<file path="config.mk">
export PLATFORM = sky130hd
export DESIGN_NAME = custom_cells_unswap
export DESIGN_NICKNAME = d
export VERILOG_FILES = /design/src/rtl/custom_cells_unswap.sv
export SDC_FILE = /design/constraint.sdc
export NUM_CORES = 1
export LEC_CHECK = 0
export CAP_MARGIN = 20
export CORE_UTILIZATION = 55
export CTS_CLUSTER_DIAMETER = 120
export DETAILED_ROUTE_END_ITERATION = 10
export PLACE_DENSITY_LB_ADDON = 0.08
export REMOVE_ABC_BUFFERS = 1
export SKIP_CTS_REPAIR_TIMING = 1
export SYNTH_ARGS = -nofsm -noshare
export SYNTH_HDL_FRONTEND = slang
export SYNTH_SLANG_ARGS = --single-unit
export TNS_END_PERCENT = 100
</file>
<file path="constraint.sdc">
create_clock -name clk -period 5.55 [get_ports clk]
set_clock_uncertainty 0.15 [all_clocks]
set_input_delay 1.11 -clock clk [delete_from_list [all_inputs] [get_ports clk]]
set_output_delay 1.11 -clock clk [all_outputs]
set_load 0.05 [all_outputs]
</file>
<file path="src/rtl/custom_cells_unswap.sv">
// Receive-side inverse of the registered a/b swap stage: re-aligns sel with the swapped
// lanes, recovers the original a/b pair and queues it in a small FIFO for a valid/ready sink.
module custom_cells_unswap #(
  parameter int WIDTH   = 1,
  parameter int LATENCY = 1,
  parameter int DEPTH   = 4
) (
  input  logic                       clk,
  input  logic                       rst_n,
  input  logic [WIDTH-1:0]           y_i,
  input  logic [WIDTH-1:0]           z_i,
  input  logic                       sel_i,
  input  logic                       in_valid_i,
  output logic [WIDTH-1:0]           a_o,
  output logic [WIDTH-1:0]           b_o,
  output logic                       valid_o,
  input  logic                       ready_i,
  output logic [$clog2(DEPTH):0]     level_o,
  output logic                       overflow_o,
  input  logic                       clr_err_i
);

  localparam int AW = $clog2(DEPTH);
  localparam int LW = AW + 1;
  localparam int CW = (LATENCY < 2) ? 1 : $clog2(LATENCY);

  typedef enum logic {WARMUP = 1'b0, RUN = 1'b1} state_e;

  state_e           state_q, state_d;
  logic [CW-1:0]    warm_cnt_q, warm_cnt_d;
  logic [LATENCY-1:0] sel_dly_q, sel_dly_d;

  logic [WIDTH-1:0] mem_a [DEPTH];
  logic [WIDTH-1:0] mem_b [DEPTH];
  logic [AW-1:0]    wr_ptr_q, wr_ptr_d, rd_ptr_q, rd_ptr_d, rd_next;
  logic [LW-1:0]    count_q, count_d;
  logic [WIDTH-1:0] a_q, a_d, b_q, b_d;
  logic             ovf_q, ovf_d;

  logic             sel_d;
  logic [WIDTH-1:0] rec_a, rec_b;
  logic             full, empty, push, pop, ovf_evt;

  // Handshake: a pair leaves the FIFO on any rising edge where valid_o & ready_i;
  // a_o/b_o never change while valid_o is high and ready_i is low.

  // FSM: WARMUP waits LATENCY cycles so the sel delay line holds real history.
  always_comb begin
    state_d    = state_q;
    warm_cnt_d = warm_cnt_q;
    case (state_q)
      WARMUP: begin
        if (warm_cnt_q == CW'(LATENCY - 1)) state_d = RUN;
        else                                warm_cnt_d = warm_cnt_q + CW'(1);
      end
      RUN:     state_d = RUN;
      default: state_d = WARMUP;
    endcase
  end

  always_comb begin
    sel_dly_d[0] = sel_i;
    for (int i = 1; i < LATENCY; i++) sel_dly_d[i] = sel_dly_q[i-1];
  end

  assign sel_d = sel_dly_q[LATENCY-1];
  assign rec_a = sel_d ? z_i : y_i;
  assign rec_b = sel_d ? y_i : z_i;

  assign full    = (count_q == LW'(DEPTH));
  assign empty   = (count_q == '0);
  assign pop     = ~empty & ready_i;
  assign push    = (state_q == RUN) & in_valid_i & (~full | pop);
  assign ovf_evt = (state_q == RUN) & in_valid_i & full & ~pop;
  assign rd_next = rd_ptr_q + AW'(1);

  always_comb begin
    wr_ptr_d = push ? wr_ptr_q + AW'(1) : wr_ptr_q;
    rd_ptr_d = pop  ? rd_next           : rd_ptr_q;
    case ({push, pop})
      2'b10:   count_d = count_q + LW'(1);
      2'b01:   count_d = count_q - LW'(1);
      default: count_d = count_q;
    endcase
    ovf_d = ovf_evt ? 1'b1 : (clr_err_i ? 1'b0 : ovf_q);
  end

  // Registered head: mirrors mem[rd_ptr] while non-empty, keeps the last popped pair otherwise.
  always_comb begin
    a_d = a_q;
    b_d = b_q;
    if (empty && push) begin
      a_d = rec_a;
      b_d = rec_b;
    end else if (pop) begin
      if (count_q > LW'(1)) begin
        a_d = mem_a[rd_next];
        b_d = mem_b[rd_next];
      end else if (push) begin
        a_d = rec_a;
        b_d = rec_b;
      end
    end
  end

  always_ff @(posedge clk) begin
    if (!rst_n) begin
      state_q    <= WARMUP;
      warm_cnt_q <= '0;
      sel_dly_q  <= '0;
      wr_ptr_q   <= '0;
      rd_ptr_q   <= '0;
      count_q    <= '0;
      a_q        <= '0;
      b_q        <= '0;
      ovf_q      <= 1'b0;
    end else begin
      state_q    <= state_d;
      warm_cnt_q <= warm_cnt_d;
      sel_dly_q  <= sel_dly_d;
      wr_ptr_q   <= wr_ptr_d;
      rd_ptr_q   <= rd_ptr_d;
      count_q    <= count_d;
      a_q        <= a_d;
      b_q        <= b_d;
      ovf_q      <= ovf_d;
    end
  end

  always_ff @(posedge clk) begin
    if (push) begin
      mem_a[wr_ptr_q] <= rec_a;
      mem_b[wr_ptr_q] <= rec_b;
    end
  end

  assign a_o        = a_q;
  assign b_o        = b_q;
  assign valid_o    = ~empty;
  assign level_o    = count_q;
  assign overflow_o = ovf_q;

endmodule
</file>
-- Word level (Yosys, flattened, before mapping)
Memory sizes are Yosys's and may differ from the RTL's.
Cells that the tools add are included.
- flip-flop bits (word level): 13
- memory bits (writable): 8
- bits of input ports: 8
- output and inout bits: 7
- logic and storage cells: 55
- memories kept: 2
- memories (memory ; depth ; width ; rd ports ; clocked after Yosys merged registers in ; write ports ; RTL line ; RTL):
    mem_a ; 4 ; 1 ; 1 ; 0 ; 1 ; 33 ; logic [WIDTH-1:0] mem_a [DEPTH];
    mem_b ; 4 ; 1 ; 1 ; 0 ; 1 ; 34 ; logic [WIDTH-1:0] mem_b [DEPTH];
- add/subtract/negate cells: 5
- magnitude comparators: 1
- equality and inequality tests: 3
- muxes and demuxes: 18
- bitwise gates (word level): 10
- reductions and logical operators: 7
- operators by type and width (cell ; number):
    two-way mux 1 bit ; 16
    one-hot mux 3 bit (2 select lines) ; 1
    nonzero test 2 bit ; 3
    bitwise AND 1 bit ; 5
    adder 2 x 1 -> 2 bit (second input constant) ; 2
    inverter 1 bit ; 4
    adder 3 x 1 -> 3 bit (second input constant) ; 1
    equality test 3 bit (second input constant) ; 1
    > comparator 3 x 1 -> 1 bit (second input constant) ; 1
    logical NOT 3 bit ; 1
    nonzero test 3 bit ; 1
    subtractor 3 x 1 -> 3 bit (second input constant) ; 1
    equality test 2 x 1 -> 1 bit (second input constant) ; 1
    equality test 2 bit (second input constant) ; 1
    one-hot mux 1 bit (2 select lines) ; 1
    AND reduction 2 bit ; 1
    adder 1 bit (second input constant) ; 1
    logical AND 1 bit ; 1
    OR 1 bit ; 1

-- Logic depth before layout (Yosys ltp)
Gate-level depths: netlist of run 1.
- word-level depth: 9
- mapped depth: 10
- mapped depth without buffers: 9

-- Worst setup path after synthesis of run 1
Ideal clock, no wire load.
- path type: register to output
- start: reg count_q[0] (netlist: level_o[0])
- end: out valid_o
- arrival time: 1498 ps
- data required time: 4290 ps
- slack: 2792 ps
- cell stages (with the launch flop): 4
- path buffers: 0
- path through: dfxtp_1 inv_1 ha_1 nand2b_1
- word-level cells in the longest chain between the ends: 2
- RTL lines (element ; RTL line ; RTL):
    start: declaration ; 36 ; logic [LW-1:0] count_q, count_d;
    start signal: assignment ; 123 ; count_q <= count_d;
    logical NOT 3 bit ; 71 ; assign empty = (count_q == '0);
    inverter 1 bit ; 139 ; assign valid_o = ~empty;
    end: declaration ; 16 ; output logic valid_o,
No other way between the ends.

-- Worst setup path after layout of run 1
Ends and elaborated chain as after synthesis.

==> results_dict.tcl, run 1 <==
set metrics [dict create \
    status "complete, no violations" \
    hold_viol 0 \
    power_leakage_uw 0.000465 \
    grt_start_max_net_pins 13 \
    path_cells "inv_1 > ha_1 > nand2b_1 > clkdlybuf4s50_1" \
    die-area_mm2 0.00196 \
    drc 0 \
    slew_viol_final 0 \
    ys_top_cells_by_area "dfxtp_1 (24%), edfxtp_1 (24%), ha_1 (11%)" \
    tritoncts "built" \
    worst_pin_slew_ps 507 \
    crit_arrival_ps 2100 \
    dp_hpwl_um 1320 \
    fin_setup_tns_ps 0 \
    layout-drive-gt1-share_pct 6.86 \
    numPortBuffers 14 \
    area_delta_synth_final_pct 21.2 \
    htreeDepth 1 \
    period_share_pct 60.5 \
    critPathKind "register to primary output" \
    worst_setup_path_end_kind "primary output" \
    grt_usage_pct 20.8 \
    cp_max_fo 6 \
    setup-violations-final 0 \
    rows 14 \
    diodes 0 \
    cts_buffers 3 \
    avgSynthCellArea_um2 11.5 \
    fmax_ghz 0.298 \
    cp-start-kind "register" \
    yosysSeqAreaShare_pct 49.0 \
    yosys_warnings 0 \
    post-synth-top-area-cell "dfxtp_1" \
    cp_top_family "buffers and inverters" \
    timing.critical_path.buf_inv 2 \
    wl_per_cell_um 14.5 \
    maxCapViolCount 0 \
    die_w_um 44.2 \
    place.gp.congestion 0.788 \
    power.total_uw 587 \
    antenna_found_initial 0 \
    hold_depth 2 \
    synth_top_area_share_pct 24.5 \
    slew_headroom_pct 66.1 \
    yosysUniqueCellTypes 25 \
    slowest_delay_ps 820 \
    most-common-layout-cells "clkdlybuf4s50_1 (14), dfxtp_1 (12), ha_1 (9), nor2_1 (8), edfxtp_1 (8)" \
    drtAntennaViolNets 0 \
    drt_iter0_markers 13 \
    io_pins 15 \
    ir_drop_uv 305 \
    clock_latency_ps 300 \
    slowest_stage "clkdlybuf4s50_1" \
    hold_ws_ps 367 \
    rsz0062_at_grt "false" \
    grt_pass1_wl_um 2890 \
    fin_crit_ps 3360 \
    path_clk_slew_ps 120 \
    ys_ff_latch 20 \
    wl_um 1720 \
    avgViaCountPerCell 5.75 \
    netlist_instances 85 \
    final_common_cell "clkdlybuf4s50_1" \
    overflow 0 \
    grt_pass1_vias 700 \
    rrSetupSlack_ps 3010 \
    powerDensity_mw_per_mm2 494 \
    vias 679 \
    coreArea_mm2 0.00158 \
    die_h_um 44.2 \
    nNetsFinal 120 \
    clock-sinks 20 \
    min_path_type "register to register" \
    worst_ep_required_time_ps 4290 \
    clockBufferDepth 2 \
    firstDrtPassIters 6 \
    clk_root_buffer_cell "clkbuf_4" \
    initial_utilization_pct 62.2 \
    cp.depth 4 \
    r2r_cells 8 \
    netlist_area_um2 981 \
]
## per-layer routing
layer | vias up | wire (um) | track usage, %
li1 | 330 | - | -
met1 | 316 | 725 | 23.7
met2 | 29 | 871 | 36.5
met3 | 4 | 93 | 3.27
met4 | 0 | 26 | 12.7
met5 | - | 0 | 0
## power by group
| group | internal (uW) | total [uW] | switching [uW] |
|---|---|---|---|
| Combinational | 107 | 268 | 160 |
| Sequential | 177 | 201 | 24.0 |
| Clock | 73.0 | 119 | 46.3 |
| Total | 357 | 587 | 231 |
## final cells by class
cell class | instances | area (um^2)
Sequential cell | 20 | 480
Multi-Input combinational cell | 57 | 469
Fill cell | 99 | 388
Timing Repair Buffer | 14 | 140
Clock inverter | 1 | 30.0
Inverter | 7 | 26.3
Clock buffer | 3 | 22.5
Tap cell | 16 | 20.0
## metrics by stage
| stage | instance area [um^2] | setup slack [ps] | utilization (%) | cells |
|---|---|---|---|---|
| after floorplan | 976 | 2790 | - | 84 |
| after global placement | 1140 | 2270 | 72.1 | 114 |
| after detailed placement | 1140 | 2140 | 72.1 | 114 |
| after CTS | 1190 | 2190 | 75.4 | 118 |
| after global routing | 1190 | 2060 | 75.4 | 118 |
| final | 1190 | 2190 | 75.4 | 118 |
## final timing paths
| check | to | start |
|---|---|---|
| max | valid_o | level_o[0]$_SDFFE_PN0P_ |
| min | overflow_o$_SDFFE_PN0P_ | overflow_o$_SDFFE_PN0P_ |
| max reg2reg | level_o[2]$_SDFFE_PN0P_ | level_o[0]$_SDFFE_PN0P_ |
| min reg2reg | overflow_o$_SDFFE_PN0P_ | overflow_o$_SDFFE_PN0P_ |
## synth_stat cells (all sizes together)
cell,instances
a211oi,3
a21oi,5
and2,7
and3,1
buf,1
clkinv,1
dfxtp,12
edfxtp,8
ha,9
inv,6
mux2,2
mux2i,4
mux4,2
nand2,1
nand2b,2
nand3,1
nand3b,1
nor2,8
nor2b,1
o21ai,2
o21bai,2
or3,1
xnor2,2
xor2,3
## worst reg2reg max path, stage by stage (launching register included)
cell and delay (ps):
dfxtp_1 460, inv_1 100, ha_1 250, nand3b_1 110
nor2b_1 430, inv_1 90, ha_1 370, or3_1 380
a21oi_1 130
## cell families (layout without fill, tap and decap cells)
family,count (synthesis),in the layout,synth area share [%]
AO/OA/AOI/OAI,12,12,7.78
XOR/XNOR,5,5,4.47
adder cells (fa/ha/maj),9,9,11.5
buffers and inverters,8,25,3.19
flip-flops,20,20,49.0
multiplexers,8,8,11.7
AND/OR/NAND/NOR,23,23,12.4
## sequential cells by signal, indices dropped and copies added, names as in the netlist
| register | flops |
|---|---|
| overflow_o | 1 |
| rd_ptr_q | 2 |
| sel_d | 1 |
| a_o | 1 |
| state_q | 1 |
| mem_a | 4 |
| mem_b | 4 |
| b_o | 1 |
| level_o | 3 |
| wr_ptr_q | 2 |
No activity file was read; power rests on OpenSTA's default activity.
==> run 2, diff against run 1 <==
CORE_UTILIZATION = 51   (was 55)
clock period = 3.45 ns   (was 5.55 ns; I/O delays follow)
==> run 2 against run 1 <==
- via count shrank 7.1%
- clock power increased by 59%
- first-iteration DRC count decreased by 62%
- setup slack got worse by 1600 ps
- sequential cell count unchanged
- die area is 7.5% higher
- utilization fell by 7.0 points
- critical path depth unchanged
- largest power group unchanged
==> results_dict.tcl, run 2 (synthesis results as in run 1) <==
set metrics [dict create \
    status "complete, no violations" \
    clk_root_buffer_cell "clkbuf_4" \
    min_path_type "register to register" \
    area_delta_synth_final_pct 23.1 \
    crit_arrival_ps 2040 \
    overflow 0 \
    powerDensity_mw_per_mm2 777 \
    drc 0 \
    place_ws_ps 687 \
    grt_pass1_vias 580 \
    ir_drop_uv 686 \
    slew_headroom_pct 67.0 \
    drtAntennaViolNets 0 \
    rsz0062_at_grt "false" \
    clock_latency_ps 290 \
    diodes 0 \
    tritoncts "built" \
    dp_hpwl_um 1230 \
    layout-drive-gt1-share_pct 7.77 \
    stdcell_area_mm2 0.00121 \
    place_inst 124 \
    hold_viol 0 \
    slowest_stage "clkdlybuf4s50_1" \
    place_area_mm2 0.00115 \
    coreArea_mm2 0.00176 \
    grt_pass1_wl_um 2510 \
    avgViaCountPerCell 4.93 \
    wl_um 1550 \
    path_clk_slew_ps 120 \
    power_leakage_uw 0.000470 \
    cts_buffers 3 \
    most-common-layout-cells "clkdlybuf4s50_1 (14), dfxtp_1 (12), ha_1 (9), nor2_1 (8), edfxtp_1 (8)" \
    p_sw_uw 364 \
    slew_viol_final 0 \
    period_share_pct 83.5 \
    grt_start_max_net_pins 13 \
    firstDrtPassIters 2 \
    critPathKind "register to primary output" \
    fmax_ghz 0.347 \
    combPwrFrac_pct 45.8 \
    clock-sinks 20 \
    drt_iter0_markers 5 \
    vias 631 \
    initial_utilization_pct 55.6 \
    rows 15 \
    timing.critical_path.buf_inv 2 \
    grt_usage_pct 17.2 \
    p_sw_share_pct 38.8 \
    cp_top_family "buffers and inverters" \
    setup-violations-final 0 \
    io_pins 15 \
    fin_setup_tns_ps 0 \
    path_cells "inv_1 > ha_1 > nand2b_1 > clkdlybuf4s50_1" \
    cp-start-kind "register" \
    wl_per_cell_um 12.1 \
    worst_setup_path_end_kind "primary output" \
    p_int_uw 574 \
    clockPowerShare_pct 20.2 \
    fin_crit_ps 2880 \
    worst_pin_slew_ps 494 \
    clockBufferDepth 2 \
    final_common_cell "clkdlybuf4s50_1" \
    place.gp.congestion 0.773 \
    nNetsFinal 121 \
    die_h_um 45.9 \
    worst_ep_required_time_ps 2610 \
    maxCapViolCount 0 \
    seqPwrFrac_pct 34.0 \
    cp_max_fo 6 \
    htreeDepth 1 \
    die-area_mm2 0.00210 \
    die_w_um 45.9 \
    slowest_delay_ps 820 \
    fin_ws_ps 571 \
    instances_no_fill 128 \
    antenna_found_initial 0 \
    numPortBuffers 14 \
]
## run 2: final cells by class
cell class                 instances  area [um^2]
clock inverter                     1         30.0
fill                             150          557
timing repair buffer              15          148
tap                               25         31.3
inverter                           7         26.3
multi-input combinational         57          469
clock buffer                       3         22.5
sequential                        20          480
## run 2: metal layers
metal	track usage, %	wire length (um)	vias up
met5	0	0	-
met4	7.06	0	0
met3	3.97	48	0
met2	27.6	771	9
met1	22.1	727	288
li1	-	-	334
## run 2: path summary, 6_finish.rpt
path / slack (ps) / cells after the start / end / from
worst min-delay path: 360 / 2 / overflow_o$_SDFFE_PN0P_ / overflow_o$_SDFFE_PN0P_
worst min register to register: 360 / 2 / overflow_o$_SDFFE_PN0P_ / overflow_o$_SDFFE_PN0P_
worst max-delay path: 570 / 4 / valid_o / level_o[0]$_SDFFE_PN0P_
worst max register to register: 1130 / 9 / level_o[2]$_SDFFE_PN0P_ / level_o[0]$_SDFFE_PN0P_
## run 2: power by group through the flow
stage / logic [uW] / clock network, uW / registers, uW
2_1_floorplan: 234 / 0 / 403
3_3_place_gp: 425 / 0 / 324
3_5_place_dp: 432 / 0 / 326
4_1_cts: 433 / 194 / 320
5_1_grt: 468 / 206 / 326
6_report: 430 / 189 / 319
## run 2: tightest hold or removal path, stage by stage, from the launching register on
cell	delay [ps]
dfxtp_1	350
a21oi_1	60
nor2_1	70
## run 2: metrics by stage
step / util [%] / hold slack, ps / power [uW]
final: 68.4 / 362 / 938
after global placement: 65.5 / 323 / 749
after global routing: 68.4 / 402 / 1000
after detailed placement: 65.5 / 335 / 758
after floorplan: - / 364 / 638
after CTS: 68.4 / 373 / 947
==> run 3, diff against run 2 <==
CORE_UTILIZATION = 46   (was 51)
clock period = 2.4 ns   (was 3.45 ns; I/O delays follow)
==> run 3 against run 2 <==
- setup slack got worse by 410 ps
- sequential share of layout area down 0.29 points
- utilization down 7.1 points
- first-iteration DRC count increased by 40%
- worst hold slack worse by 2.0 ps
- power is 41% higher
- clock-buffer cell count did not move
- critical path depth fell by 3
- clock power decreased by 11%
- largest cell class unchanged
- highest routed layer is now met4
==> results_dict.tcl, run 3 (synthesis results as in run 1) <==
set metrics [dict create \
    clock_latency_ps 310 \
    slowest_stage "clkdlybuf4s50_1" \
    grt_usage_pct 16.7 \
    cts_buffers 3 \
    fmax_ghz 0.447 \
    cp_max_fo 6 \
    die-area_mm2 0.00232 \
    die_h_um 48.2 \
    htreeDepth 1 \
    r2r_cells 9 \
    hold_depth 2 \
    place.gp.congestion 0.715 \
    nNetsFinal 124 \
    tritoncts "built" \
    place_inst 129 \
    slowest_delay_ps 840 \
    p_sw_share_pct 41.3 \
    power.total_uw 1320 \
    vias 666 \
    coreArea_mm2 0.00198 \
    met3_usage_pct 2.22 \
    wl_per_cell_um 12.4 \
    worst_setup_path_end_kind "primary output" \
    min_path_type "register to register" \
    grt_pass1_vias 603 \
    timing.critical_path.buf_inv 1 \
    cp-start-kind "register" \
    p_sw_uw 546 \
    seqPwrFrac_pct 34.8 \
    clk_root_buffer_cell "clkbuf_4" \
    overflow 0 \
    period_share_pct 93.2 \
    layout-drive-gt1-share_pct 10.4 \
    numPortBuffers 14 \
    slew_viol_final 0 \
    most-common-layout-cells "clkdlybuf4s50_1 (13), dfxtp_1 (12), ha_1 (9), nor2_1 (8), edfxtp_1 (8)" \
    combPwrFrac_pct 52.5 \
    status "complete, no violations" \
    avgViaCountPerCell 5.01 \
    critPathKind "register to primary output" \
    crit_arrival_ps 1610 \
    grt_start_max_net_pins 12 \
    r2r-end "level_o[2]$_SDFFE_PN0P_" \
    rrSetupSlack_ps 230 \
    slew_headroom_pct 67.2 \
    powerDensity_mw_per_mm2 1090 \
    io_pins 15 \
    rows 16 \
    final_util_pct 61.4 \
    maxCapViolCount 0 \
    firstDrtPassIters 4 \
    drtAntennaViolNets 0 \
    met1_usage_pct 21.5 \
    clock-sinks 20 \
    path_clk_slew_ps 120 \
    ir_drop_uv 967 \
    min_to "overflow_o$_SDFFE_PN0P_" \
    antenna_found_initial 0 \
    fin_crit_ps 2240 \
    worst_pin_slew_ps 491 \
    reg2reg_from "level_o[0]$_SDFFE_PN0P_" \
    cp_top_family "buffers and inverters" \
    cp.depth 1 \
    drc 0 \
    worst_ep_required_time_ps 1770 \
    initial_utilization_pct 49.5 \
    area_delta_synth_final_pct 24.0 \
    grtUsageMet2_pct 26.7 \
    dp_hpwl_um 1260 \
    wl_um 1640 \
    p_int_uw 775 \
    rsz0062_at_grt "false" \
    final_common_cell "clkdlybuf4s50_1" \
    nFillCells 168 \
    hold_viol 0 \
    clockBufferDepth 2 \
    hold_start "overflow_o$_SDFFE_PN0P_" \
    setup-violations-final 0 \
    power_leakage_uw 0.000477 \
    drt_iter0_markers 7 \
    path_cells "clkdlybuf4s50_1" \
    diodes 0 \
    instances_no_fill 133 \
    grt-busiest-layer "met2" \
    clockPowerShare_pct 12.7 \
    grt_pass1_wl_um 2550 \
    die_w_um 48.2 \
]
## run 3: metrics by stage
stage               hold WS, ps  instance area [um^2]  TNS, ps  setup slack, ps
floorplan                   358                   976     -497             -330
global route                396                  1220        0             96.9
global placement            326                  1190        0             84.1
detailed placement          334                  1190        0             47.3
finish                      360                  1220        0              164
CTS                         366                  1220        0              159
## run 3: final cells by class
type / instances / area, um^2 / area share, %
Clock buffer: 3 / 22.5 / 1.85
Sequential cell: 20 / 480 / 39.5
Inverter: 7 / 26.3 / 2.16
Timing Repair Buffer: 18 / 180 / 14.8
Tap cell: 27 / 33.8 / 2.78
Multi-Input combinational cell: 57 / 469 / 38.6
Clock inverter: 1 / 3.75 / 0.309
## run 3: routing by layer
metal | vias up | share of wire [%]
met5 | - | 0
met4 | 0 | 2.0
met3 | 4 | 2.7
met2 | 13 | 49
met1 | 314 | 46
li1 | 335 | -
## run 3: worst max-delay path by stage
stage / start / endpoint
floorplan: level_o[0]$_SDFFE_PN0P_ / level_o[2]$_SDFFE_PN0P_
global placement: ready_i / level_o[2]$_SDFFE_PN0P_
detailed placement: ready_i / level_o[2]$_SDFFE_PN0P_
CTS: level_o[0]$_SDFFE_PN0P_ / level_o[0]
global route: level_o[0]$_SDFFE_PN0P_ / level_o[0]
finish: level_o[0]$_SDFFE_PN0P_ / level_o[0]
## run 3: power by group through the flow
stage	Sequential, uW	Clock, uW	Combinational [uW]
detailed placement	469	0	697
CTS	460	173	700
finish	460	168	693
floorplan	580	0	337
global route	469	184	755
global placement	465	0	685
## run 3: tightest hold or removal path: cells and delay by family (launching register included)
| family | cells | cell delay, ps |
|---|---|---|
| AO/OA/AOI/OAI | 1 | 60 |
| flip-flops | 1 | 350 |
| AND/OR/NAND/NOR | 1 | 70 |
